`config.mk`:
```
export PLATFORM = sky130hd
export DESIGN_NAME = add_pipe_flat
export DESIGN_NICKNAME = d
export VERILOG_FILES = /design/src/rtl/add_pipe_if.sv /design/src/rtl/add_pipe.sv /design/src/flat_wrapper.sv
export SDC_FILE = /design/constraint.sdc
export NUM_CORES = 1
export LEC_CHECK = 0
export CAP_MARGIN = 25
export CORE_MARGIN = 8
export CORE_UTILIZATION = 40
export CTS_BUF_LIST = sky130_fd_sc_hd__clkbuf_2 sky130_fd_sc_hd__clkbuf_4 sky130_fd_sc_hd__clkbuf_8
export CTS_CLUSTER_DIAMETER = 150
export DETAILED_ROUTE_END_ITERATION = 6
export PLACE_DENSITY = 0.71
export RECOVER_POWER = 25
export SYNTH_ARGS = -nofsm -noshare
export SYNTH_HDL_FRONTEND = slang
export SYNTH_SLANG_ARGS = --single-unit
```
`constraint.sdc`:
```
create_clock -name clk -period 3.9 [get_ports clk]
set_input_delay 0.78 -clock clk [delete_from_list [all_inputs] [get_ports clk]]
set_output_delay 0.78 -clock clk [all_outputs]
set_load 0.01 [all_outputs]
```
`src/rtl/add_pipe_if.sv`:
```
// add_pipe_if: handshake/data bundle for add_pipe.
//   producer side : in_valid, in_ready, a, b, ci, sub
//   consumer side : out_valid, out_ready, s, co (+ ovf when ADD_PIPE_OVF_EN)
// Modports:
//   slave  - the adder itself (accepts operands, presents results)
//   master - the surrounding datapath (drives operands, takes results)
// Optional macro: ADD_PIPE_OVF_EN adds the 1-bit signed-overflow flag ovf.
interface add_pipe_if #(
    parameter int WIDTH = 16
);
    logic             in_valid;
    logic             in_ready;
    logic [WIDTH-1:0] a;
    logic [WIDTH-1:0] b;
    logic             ci;
    logic             sub;
    logic             out_valid;
    logic             out_ready;
    logic [WIDTH-1:0] s;
    logic             co;
`ifdef ADD_PIPE_OVF_EN
    logic             ovf;

    modport slave  (input  in_valid, a, b, ci, sub, out_ready,
                    output in_ready, out_valid, s, co, ovf);
    modport master (output in_valid, a, b, ci, sub, out_ready,
                    input  in_ready, out_valid, s, co, ovf);
`else
    modport slave  (input  in_valid, a, b, ci, sub, out_ready,
                    output in_ready, out_valid, s, co);
    modport master (output in_valid, a, b, ci, sub, out_ready,
                    input  in_ready, out_valid, s, co);
`endif
endinterface

```
`src/rtl/add_pipe.sv`:
```
// add_pipe: pipelined WIDTH-bit adder/subtractor, one SEG_W-bit segment per
// stage, with the carry registered between stages (NSEG = WIDTH/SEG_W stages).
// Ports:
//   clk  - rising-edge clock
//   rst  - asynchronous active-high reset; discards all in-flight beats
//   bus  - add_pipe_if.slave: in_valid/in_ready/a/b/ci/sub on the producer
//          side, out_valid/out_ready/s/co (and ovf) on the consumer side
// Function: {co,s} = a + b' + cin with b' = sub ? ~b : b, cin = sub ? 1 : ci.
// Flow control: one global stall (out_valid && !out_ready) freezes every stage;
// in_ready is simply its inverse, so it never depends on in_valid.
// Optional macro: ADD_PIPE_OVF_EN adds the registered signed-overflow flag ovf.
// WIDTH must be a multiple of SEG_W.
module add_pipe #(
    parameter int WIDTH = 16,
    parameter int SEG_W = 4
) (
    input  logic        clk,
    input  logic        rst,
    add_pipe_if.slave   bus
);
    localparam int NSEG = WIDTH / SEG_W;
    localparam int LAST = NSEG - 1;

    logic             stall_s;
    logic [WIDTH-1:0] bp_s;
    logic             cin_s;

    // Per-stage registers. a_r/b_r carry the operands forward so later stages
    // can pick their own segment; sum_r accumulates the finished low segments.
    logic             vld_r [NSEG];
    logic [WIDTH-1:0] a_r   [NSEG];
    logic [WIDTH-1:0] b_r   [NSEG];
    logic [WIDTH-1:0] sum_r [NSEG];
    logic             cy_r  [NSEG];

    // What each stage sees this cycle and what it would load.
    logic             v_in_s   [NSEG];
    logic [WIDTH-1:0] a_in_s   [NSEG];
    logic [WIDTH-1:0] b_in_s   [NSEG];
    logic [WIDTH-1:0] sum_in_s [NSEG];
    logic             c_in_s   [NSEG];
    logic [SEG_W:0]   seg_s    [NSEG];
    logic [WIDTH-1:0] sum_nx_s [NSEG];

    assign stall_s      = bus.out_valid & ~bus.out_ready;
    assign bus.in_ready = ~stall_s;

    // Subtraction is folded into the operand: A - B = A + ~B + 1.
    assign bp_s  = bus.sub ? ~bus.b : bus.b;
    assign cin_s = bus.sub ? 1'b1 : bus.ci;

    // Route stage inputs (ports for stage 0, previous stage otherwise) and add
    // the stage's own segment on top of the already finished lower bits.
    always_comb begin
        v_in_s[0]   = bus.in_valid;
        a_in_s[0]   = bus.a;
        b_in_s[0]   = bp_s;
        sum_in_s[0] = {WIDTH{1'b0}};
        c_in_s[0]   = cin_s;
        for (int k = 1; k < NSEG; k++) begin
            v_in_s[k]   = vld_r[k-1];
            a_in_s[k]   = a_r[k-1];
            b_in_s[k]   = b_r[k-1];
            sum_in_s[k] = sum_r[k-1];
            c_in_s[k]   = cy_r[k-1];
        end
        for (int k = 0; k < NSEG; k++) begin
            seg_s[k] = {1'b0, a_in_s[k][k*SEG_W +: SEG_W]}
                     + {1'b0, b_in_s[k][k*SEG_W +: SEG_W]}
                     + {{SEG_W{1'b0}}, c_in_s[k]};
            sum_nx_s[k] = sum_in_s[k];
            sum_nx_s[k][k*SEG_W +: SEG_W] = seg_s[k][SEG_W-1:0];
        end
    end

    // Pipeline registers: everything freezes on stall; data only loads behind
    // a valid beat so bubbles never disturb s/co at the last stage.
    always_ff @(posedge clk or posedge rst) begin
        if (rst) begin
            for (int k = 0; k < NSEG; k++) begin
                vld_r[k] <= 1'b0;
                a_r[k]   <= {WIDTH{1'b0}};
                b_r[k]   <= {WIDTH{1'b0}};
                sum_r[k] <= {WIDTH{1'b0}};
                cy_r[k]  <= 1'b0;
            end
        end else if (!stall_s) begin
            for (int k = 0; k < NSEG; k++) begin
                vld_r[k] <= v_in_s[k];
                if (v_in_s[k]) begin
                    a_r[k]   <= a_in_s[k];
                    b_r[k]   <= b_in_s[k];
                    sum_r[k] <= sum_nx_s[k];
                    cy_r[k]  <= seg_s[k][SEG_W];
                end
            end
        end
    end

    assign bus.out_valid = vld_r[LAST];
    assign bus.s         = sum_r[LAST];
    assign bus.co        = cy_r[LAST];

`ifdef ADD_PIPE_OVF_EN
    logic ovf_nx_s;
    logic ovf_r;

    // Carry into the MSB is a^b'^sum at that bit; XOR with carry-out flags
    // two's-complement overflow.
    assign ovf_nx_s = a_in_s[LAST][WIDTH-1] ^ b_in_s[LAST][WIDTH-1]
                    ^ seg_s[LAST][SEG_W-1]  ^ seg_s[LAST][SEG_W];

    // Overflow flag, loaded together with the last-stage sum.
    always_ff @(posedge clk or posedge rst) begin
        if (rst) begin
            ovf_r <= 1'b0;
        end else if (!stall_s && v_in_s[LAST]) begin
            ovf_r <= ovf_nx_s;
        end
    end

    assign bus.ovf = ovf_r;
`endif
endmodule

```
`src/flat_wrapper.sv`:
```
// flat-port wrapper written by rule: the top's interface ports become plain ports
module add_pipe_flat 
#(
    parameter int WIDTH = 16,
    parameter int SEG_W = 4
)
  (clk, rst, bus_in_valid, bus_a, bus_b, bus_ci, bus_sub, bus_out_ready, bus_in_ready, bus_out_valid, bus_s, bus_co);
  add_pipe_if #(.WIDTH(WIDTH)) bus_i ();
  input  logic clk;
  input  logic rst;
  input wire logic [$bits(bus_i.in_valid)-1:0] bus_in_valid;
  input wire logic [$bits(bus_i.a)-1:0] bus_a;
  input wire logic [$bits(bus_i.b)-1:0] bus_b;
  input wire logic [$bits(bus_i.ci)-1:0] bus_ci;
  input wire logic [$bits(bus_i.sub)-1:0] bus_sub;
  input wire logic [$bits(bus_i.out_ready)-1:0] bus_out_ready;
  output wire logic [$bits(bus_i.in_ready)-1:0] bus_in_ready;
  output wire logic [$bits(bus_i.out_valid)-1:0] bus_out_valid;
  output wire logic [$bits(bus_i.s)-1:0] bus_s;
  output wire logic [$bits(bus_i.co)-1:0] bus_co;
  assign bus_i.in_valid = bus_in_valid;
  assign bus_i.a = bus_a;
  assign bus_i.b = bus_b;
  assign bus_i.ci = bus_ci;
  assign bus_i.sub = bus_sub;
  assign bus_i.out_ready = bus_out_ready;
  assign bus_in_ready = bus_i.in_ready;
  assign bus_out_valid = bus_i.out_valid;
  assign bus_s = bus_i.s;
  assign bus_co = bus_i.co;
  add_pipe #(.WIDTH(WIDTH), .SEG_W(SEG_W)) u_core (.clk(clk), .rst(rst), .bus(bus_i));
endmodule
```
==> impl_metrics.tcl <==
set metrics [dict create \
    cts_setup_buffers 0 \
    post-route-worst-setup-slack_ns 0.979 \
    crit_chain "clkdlybuf4s50_1 > nor2b_1 > inv_8 > clkdlybuf4s50_1" \
    status "finished, final reports clean" \
    cpMostUsedCell "clkdlybuf4s50_1" \
    pin_count 57 \
    grt_max_degree 71 \
    ys_ff_latch 96 \
    slew_headroom 0.185 \
    num_antenna_cells 0 \
    layout-drive-gt1-share 0.240 \
    fp.dieW_um 121 \
    ys_warn_count 0 \
    cts_buffer_depth 2 \
    nNetsFinal 432 \
    cts_tree "done" \
    tns_ns 0 \
    reg2reg_depth 5 \
    seq_area_frac_synth 0.550 \
    post-place-ws_ns 0.840 \
    rrSetupSlack_ns 2.03 \
    cp-start-kind "input pin" \
    syn_inst 318 \
    path_depth 4 \
    postCtsHoldBufs 0 \
    worst_slew_pin_slew_ns 1.22 \
    dieArea_um2 14500 \
    path_class "input pin to primary output" \
    hpwl_mm 5.87 \
    root_buffer "clkbuf_8" \
    min_path_type "flop to flop" \
    wl_per_cell_um 15.2 \
    power_density_nw_per_um2 752 \
    grt.total_usage 0.117 \
    critPathBufInv 3 \
    leakagePower_nw 2.27 \
    area_delta_synth_final_pct 19.2 \
    crit_arrival_ns 2.14 \
    fin_crit_sh 0.749 \
    dpl.cell_count 503 \
    final_area_um2 5210 \
    ctsHtreeMaxLevel 3 \
    insertion_delay_ns 0.37 \
    fmax_mhz 342 \
    antenna_found_initial 0 \
    finalNonFillerCells 519 \
    fill_cells 977 \
    num_vias 2578 \
    chipHeight_um 121 \
    dpl-instance-area_um2 5020 \
    worstHoldPathCells 1 \
    post-route-util 0.485 \
    grt_pass1_wl_mm 13.5 \
    fp-row-count 38 \
    clkSinkCount 96 \
    skew_ns 0.00946 \
    rsz0062_at_grt "no" \
    avgSynthCellArea_um2 13.7 \
    synth_area_leaders "dfrtp_1 (55%), mux2_2 (13%), o21ai_0 (5.5%), mux2_4 (5.5%), fa_1 (3.7%)" \
    endpoint_kind "primary output" \
    cp_top_family "buffers and inverters" \
    synth.largest_area_cell "dfrtp_1" \
    drtPass1Iterations 4 \
    numCtsBuffers 9 \
    grt_pass1_vias 2705 \
    ys_types 30 \
    cp_max_fo 13 \
    synth_area_um2 4370 \
    gp_congestion 0.792 \
    clk_pin_slew_worst_paths_ns 0.09 \
    irDropWorstVdd_mv 0.256 \
    portBuffers 56 \
    drtIter0Drc 82 \
    core_area_um2 10700 \
    hold_viol 0 \
    initial_utilization 0.406 \
    multi_input_area_um2 1790 \
    register_area_um2 2400 \
    via_per_inst 4.97 \
    syn-num-nets 376 \
    antenna_left 0 \
    min_period_ns 2.92 \
    grt-ovfl-total 0 \
    synth_top_area_frac 0.550 \
    route.detailed.drc 0 \
    critical_path.max_stage_delay_ns 0.50 \
    required_ns 3.12 \
    cpMaxStageDelayCell "clkdlybuf4s50_1" \
    cts_resized 0 \
    setup_viol 0 \
    cap_viol_max_count 0 \
    timing.final.max_slew_violations 0 \
    wl_mm 7.90 \
]
## cells by family after synthesis
| kind of cell | synth area share |
|---|---|
| DFF | 0.550 |
| AOI/OAI and AO/OA | 0.0848 |
| buffers and inverters | 0.0384 |
| muxes | 0.181 |
| xor gates and xnor gates | 0.0401 |
| adders and majority gates | 0.0710 |
| and+or+nand+nor | 0.0344 |
## sequential cells by signal, indices dropped and copies added, names as in the netlist
signal and cells:
u_core.a_in_s 24, u_core.b_in_s 24, u_core.sum_in_s 24, u_core.bus.s 16, u_core.c_in_s 3, u_core.v_in_s 3
u_core.bus.co 1, u_core.bus.out_valid 1
## worst paths after layout
kind	start	end
max	bus_out_ready	bus_in_ready
min	u_core.sum_in_s[20]	u_core.sum_in_s[4]
max reg2reg	u_core.c_in_s[0]	u_core.bus.co
min reg2reg	u_core.sum_in_s[20]	u_core.sum_in_s[4]
max in group asynchronous	rst	u_core.b_in_s[44]
min in group asynchronous	rst	u_core.b_in_s[36]
## cells in the mapped netlist, drive strengths merged
| cell type | n |
|---|---|
| dfrtp | 96 |
| mux2 | 65 |
| o21ai | 49 |
| xnor2 | 13 |
| ha | 12 |
| inv | 12 |
| a21oi | 10 |
| buf | 10 |
| fa | 8 |
| xor2 | 7 |
| nand3 | 6 |
| nand2 | 5 |
| a21boi | 4 |
| and3b | 4 |
| clkbuf | 4 |
| o31ai | 4 |
| nor2b | 3 |
| a21o | 2 |
| nor3 | 2 |
| nor2 | 1 |
| or2 | 1 |
## power breakdown
| part | internal, mW | leakage (nW) | switching (mW) | total, mW |
|---|---|---|---|---|
| clock | 0.302 | 0.104 | 0.337 | 0.638 |
| combinational | 0.915 | 1.01 | 0.654 | 1.57 |
| sequential | 1.44 | 1.16 | 0.262 | 1.71 |
## cell usage in the layout, fill, tap and decap left out, types with 8 or more instances in the layout
cell             synthesis  routed
dfrtp_1                 96      96
ha_1                    12      12
mux2_2                  49      49
fa_1                     8       8
a21oi_1                 10      10
mux2_4                  16      16
clkdlybuf4s50_1          0      55
clkbuf_8                 0       9
xnor2_1                 13      13
o21ai_0                 48      48
inv_1                   11      10
## layer usage
metal	routed length [µm]	GRT usage	vias to the layer above	part of all wire
li1	-	-	1230	-
met1	3630	0.149	1275	0.46
met2	3580	0.174	59	0.45
met3	540	0.0471	14	0.068
met4	149	0.0476	0	0.019
met5	0	0	-	0
## cell type report
class	count	share of cell area
well taps	140	0.0336
clock inverters	6	0.0113
multi-input cells	196	0.344
flip-flops and latches	96	0.461
clock buffers	10	0.0252
inverters	12	0.0103
repair buffers	59	0.114
## metrics by stage
| step | power [mW] | hold WS, ns |
|---|---|---|
| floorplan | 2.86 | 0.467 |
| global placement | 3.25 | 0.479 |
| detailed placement | 3.33 | 0.489 |
| CTS | 3.97 | 0.503 |
| global route | 4.21 | 0.518 |
| finish | 3.91 | 0.502 |
Note: power is estimated with default switching activity, not from simulation.
